File: src/rtl/alu_issue_arbiter.sv
// Two-slot round-robin issue arbiter in front of a shared combinational ALU, with a one-deep result register.
// Optional usage counters are built only when ALU_ARB_STATS_EN is defined.
module alu_issue_arbiter #(
    parameter int unsigned DATA_W = 32,
    parameter int unsigned CTRL_W = 4,
    parameter int unsigned TAG_W  = 3,
    localparam int unsigned STAT_W = 16
) (
    input  logic              clk,
    input  logic              rst_n,
    input  logic              req0_valid,
    output logic              req0_ready,
    input  logic [DATA_W-1:0] req0_a,
    input  logic [DATA_W-1:0] req0_b,
    input  logic [CTRL_W-1:0] req0_ctrl,
    input  logic [TAG_W-1:0]  req0_tag,
    input  logic              req1_valid,
    output logic              req1_ready,
    input  logic [DATA_W-1:0] req1_a,
    input  logic [DATA_W-1:0] req1_b,
    input  logic [CTRL_W-1:0] req1_ctrl,
    input  logic [TAG_W-1:0]  req1_tag,
    output logic [DATA_W-1:0] alu_a,
    output logic [DATA_W-1:0] alu_b,
    output logic [CTRL_W-1:0] alu_ctrl,
    input  logic [DATA_W-1:0] alu_result,
    input  logic              alu_zero,
    output logic              out_valid,
    input  logic              out_ready,
    output logic [DATA_W-1:0] out_result,
    output logic              out_zero,
    output logic [TAG_W-1:0]  out_tag,
    output logic              out_src,
    output logic [STAT_W-1:0] stat_grant0,
    output logic [STAT_W-1:0] stat_grant1,
    output logic [STAT_W-1:0] stat_stall
);

    logic             prio;
    logic             slot_free_c;
    logic             grant0_c;
    logic             grant1_c;
    logic             grant_c;
    logic [TAG_W-1:0] grant_tag_c;

    assign slot_free_c = !out_valid || out_ready;
    assign grant_c     = grant0_c || grant1_c;
    assign req0_ready  = grant0_c;
    assign req1_ready  = grant1_c;

    // Grant selection; rst_n gating keeps both readies low during reset
    always_comb begin
        grant0_c = 1'b0;
        grant1_c = 1'b0;
        if (rst_n && slot_free_c) begin
            if (req0_valid && (!req1_valid || !prio)) begin
                grant0_c = 1'b1;
            end else if (req1_valid) begin
                grant1_c = 1'b1;
            end
        end
    end

    // Steer the granted slot onto the shared ALU
    always_comb begin
        alu_a       = '0;
        alu_b       = '0;
        alu_ctrl    = '0;
        grant_tag_c = '0;
        if (grant0_c) begin
            alu_a       = req0_a;
            alu_b       = req0_b;
            alu_ctrl    = req0_ctrl;
            grant_tag_c = req0_tag;
        end else if (grant1_c) begin
            alu_a       = req1_a;
            alu_b       = req1_b;
            alu_ctrl    = req1_ctrl;
            grant_tag_c = req1_tag;
        end
    end

    // Result register: a grant loads (or replaces), an idle drain clears valid
    always_ff @(posedge clk or negedge rst_n) begin
        if (!rst_n) begin
            out_valid  <= 1'b0;
            out_result <= '0;
            out_zero   <= 1'b0;
            out_tag    <= '0;
            out_src    <= 1'b0;
        end else if (grant_c) begin
            out_valid  <= 1'b1;
            out_result <= alu_result;
            out_zero   <= alu_zero;
            out_tag    <= grant_tag_c;
            out_src    <= grant1_c;
        end else if (out_ready) begin
            out_valid  <= 1'b0;
        end
    end

    // Priority moves to the slot that lost (or did not take) the last grant
    always_ff @(posedge clk or negedge rst_n) begin
        if (!rst_n) begin
            prio <= 1'b0;
        end else if (grant_c) begin
            prio <= grant0_c;
        end
    end

`ifdef ALU_ARB_STATS_EN
    logic [STAT_W-1:0] cnt_grant0;
    logic [STAT_W-1:0] cnt_grant1;
    logic [STAT_W-1:0] cnt_stall;
    logic              stall_c;

    assign stall_c = (req0_valid || req1_valid) && !grant_c;

    // Saturating usage counters
    always_ff @(posedge clk or negedge rst_n) begin
        if (!rst_n) begin
            cnt_grant0 <= '0;
            cnt_grant1 <= '0;
            cnt_stall  <= '0;
        end else begin
            if (grant0_c && (cnt_grant0 != '1)) cnt_grant0 <= cnt_grant0 + STAT_W'(1);
            if (grant1_c && (cnt_grant1 != '1)) cnt_grant1 <= cnt_grant1 + STAT_W'(1);
            if (stall_c && (cnt_stall != '1))   cnt_stall  <= cnt_stall + STAT_W'(1);
        end
    end

    assign stat_grant0 = cnt_grant0;
    assign stat_grant1 = cnt_grant1;
    assign stat_stall  = cnt_stall;
`else
    assign stat_grant0 = '0;
    assign stat_grant1 = '0;
    assign stat_stall  = '0;
`endif

endmodule

File: config.mk
export PLATFORM = sky130hd
export DESIGN_NAME = alu_issue_arbiter
export DESIGN_NICKNAME = d
export VERILOG_FILES = /design/src/rtl/alu_issue_arbiter.sv
export SDC_FILE = /design/constraint.sdc
export NUM_CORES = 1
export LEC_CHECK = 0
export BUFFER_PORTS_ARGS = -buffer_cell sky130_fd_sc_hd__buf_2
export CAP_MARGIN = 20
export CORE_AREA = 2 2 131 133
export DETAILED_ROUTE_END_ITERATION = 10
export DIE_AREA = 0 0 133 135
export GPL_TIMING_DRIVEN = 0
export HOLD_SLACK_MARGIN = 0.1
export SYNTH_ARGS = -nofsm -noshare
export SYNTH_HDL_FRONTEND = slang
export SYNTH_SLANG_ARGS = --single-unit
File: constraint.sdc
create_clock -name clk -period 1.9 [get_ports clk]
set_input_delay 0.19 -clock clk [delete_from_list [all_inputs] [get_ports clk]]
set_output_delay 0.19 -clock clk [all_outputs]
set_load 0.02 [all_outputs]
==> metrics.csv <==
stage,metric,value,unit
layout,# diodes,0,
layout,area delta synth->final,97.6,%
sta,worst hold margin,0.111,ns
synth,"FF+latch count, synth",39,
synth,Syn Std Cell Area,0.00265,mm^2
synth,Avg Inst Size Synth,11.4,um^2
routing,DRC,0,
clock_network,TritonCTS clock tree,built,
clock_network,clock sinks,39,
floorplan,Starting Density,16.2,%
setup_path,CP cell instances,buf_6 -> nand2_2 -> and4_4 -> clkbuf_16 -> buf_8 -> a22o_1 -> buf_6,
placed_design,gp weighted congestion,0.789,
floorplan,die span in x,133,um
setup_path,CP dominant cell by count,buf_6,
routing,Iter 0 DRT Violations,133,
setup_path,"Data required, critical path",1.71,ns
layout,final instance area,0.00524,mm^2
setup_path,"Max FO, Critical Path",7,
pwr,Leak Pwr,2.90,nW
global_routing,global-route wire length before repair,15800,um
setup_path,startpoint types,register,
setup_path,"Data arrival, critical path",1.68,ns
placed_design,dpl cell area,0.00454,mm^2
clock_network,clk slew on worst S/H paths,0.06,ns
layout,fraction of layout cells with a size suffix above 1,65.8,%
synth,Yosys warnings,0,
run_status,status,completed,
clock_network,clock latency on the worst-skew pair,0.29,ns
sta,Final Critical Period,1.87,ns
synth,Netlist cell types,19,
layout,"commonest non-fill, non-tap cell in the layout",buf_2,
sta,Fmax,0.536,GHz
setup_path,CP max-delay cell,dfrtp_1,
sta,RSZ-0062 raised after global routing,true,
floorplan,Die Area,0.0180,mm^2
placed_design,IO Port Bufs,287,
setup_path,critical path's top delay family,buffers and inverters,
sta,Tcrit/Tclk final,98.2,%
floorplan,core footprint,0.0164,mm^2
setup_path,CP bufs+invs,4,
layout,fin nets,767,
placed_design,pre-CTS setup slack,-0.660,ns
setup_path,crit end category,output pin,
pwr,peak supply drop,0.000571,V
sta,final setup margin,0.0334,ns
layout,"commonest cells after routing, fill and taps aside","buf_2, buf_4, a22o_1",
routing,Avg WL per Cell,14.5,um
floorplan,# IOs,336,
global_routing,initial antenna violation count,0,
routing,Detailed Route WL,11700,um
pwr,PD cells,737,mW/mm^2
sta,Final Max Slew Viols,0,
placed_design,detailed placer's ending HPWL,9240,um
routing,router iterations before antenna repair,4,
setup_path,worst setup path class,reg -> out,
sta,Final Setup Violations,0,
global_routing,largest net degree at the start of global routing,40,
clock_network,H-tree Lvls,2,
routing,vias per cell,3.82,
synth,post-synthesis sequential area ratio,36.8,%
clock_network,clock root cell,clkbuf_16,
layout,Finished Core Util,31.9,%
sta,final hold vios,0,
synth,Cells after Synth,232,
routing,Post-DRT Antenna Nets,0,
routing,via count,3090,
run,Max-cap violations,0,
floorplan,Chip Height,135,um
floorplan,Row Count,47,
global_routing,gr ovfl total,0,
clock_network,Max clock buf depth,2,
min_path,worst hold path type,in -> reg,
global_routing,vias in the first global route,2879,
clock_network,total CTS buffers,5,
sta,Setup Skew,0.00394,ns
setup_path,delay of the slowest critical-path stage,0.39,ns
global_routing,Total Routing Usage GR,11.2,%
-- synth_stat cells --
| library cell | number | area [um^2] |
|---|---|---|
| a22o_1 | 68 | 596 |
| buf_4 | 51 | 383 |
| dfrtp_1 | 39 | 976 |
| mux2_1 | 29 | 327 |
| buf_6 | 11 | 124 |
| buf_2 | 7 | 35.0 |
| a31oi_1 | 5 | 31.3 |
| inv_1 | 4 | 15.0 |
| mux2_2 | 4 | 45.0 |
| a221o_1 | 3 | 30.0 |
| nand2_1 | 2 | 7.51 |
| nor2_1 | 2 | 7.51 |
| and4_1 | 1 | 8.76 |
| and4_4 | 1 | 11.3 |
| conb_1 | 1 | 3.75 |
| nand2b_4 | 1 | 13.8 |
| nand3_4 | 1 | 17.5 |
| o2111a_1 | 1 | 11.3 |
| or2_4 | 1 | 8.76 |
-- routing by layer --
| metal | track usage (%) | up-vias | wire length, um |
|---|---|---|---|
| li1 | - | 1492 | - |
| met2 | 19.6 | 161 | 6170 |
| met1 | 14.0 | 1433 | 4480 |
| met3 | 2.59 | 4 | 941 |
| met5 | 0 | - | 0 |
| met4 | 2.57 | 0 | 102 |
-- logic make-up (layout without fill, tap and decap cells) --
kind of cell    Yosys count  count (layout)  synth area share [%]
flops                    39              39                  36.8
other cells               1              48                 0.141
compound gates           77              77                  25.2
simple gates              9               9                  2.83
buf+inv                  73             382                  21.0
mux                      33              33                  14.0
-- where the power goes --
group	internal, mW	total [mW]	switching [mW]
clock network	0.762	1.12	0.357
logic	0.795	1.68	0.885
registers	0.986	1.06	0.0750
total	2.54	3.86	1.32
-- state kept, by name, indices dropped and copies added (netlist names) --
signal      count
out_zero        1
out_src         1
out_tag         3
prio            1
out_result     32
out_valid       1
-- path summary, 6_finish.rpt --
check | startpoint | end | slack (ns) | cells past startpoint
hold / removal | alu_result[27] | out_result[27] | 0.11 | 2
setup / recovery | prio | alu_a[20] | 0.03 | 7
hold reg to reg | out_result[0] | out_result[0] | 0.49 | 1
setup reg to reg | out_valid | out_result[26] | 0.45 | 5
min in group asynchronous | rst_n | out_result[1] | 0.46 | 3
max in group asynchronous | rst_n | out_result[6] | 1.23 | 3
-- metrics by stage --
stage	setup TNS [ns]	power, mW	instances
2_1_floorplan	0	1.98	279
3_3_place_gp	-53.49	2.53	786
3_5_place_dp	-52.17	2.55	786
4_1_cts	-0.0124	3.78	804
5_1_grt	-0.421	4.06	808
6_report	0	3.86	808
-- cell type report --
cell class              instances  area [um^2]
plain buffers                  68          614
fillers                      1703        11200
repair buffers                302         1860
multi-input cells             167         1300
clock buffers                   5          125
well taps                     220          275
inverters                       4         15.0
clock inverters                 3         71.3
flip-flops and latches         39          976
-- what timing repair did --
action / 4_1_cts / 5_1_grt
gates resized for setup: 39 / 73
cloned: 2 / 3
setup buffers: 7 / 2
hold buffers: 2 / 0
setup endpoints to repair: 91 / 68
endpoints found under the hold margin: 39 / 0
pin swaps: 2 / 11
-- worst register-to-register path, delay by kind of cell (launching register included) --
kind	cells	cell delay [ns]
and+or+nand+nor	2	0.23
muxes	1	0.33
DFF	1	0.41
buffers and inverters	2	0.37
(Power assumes the default switching activity.)
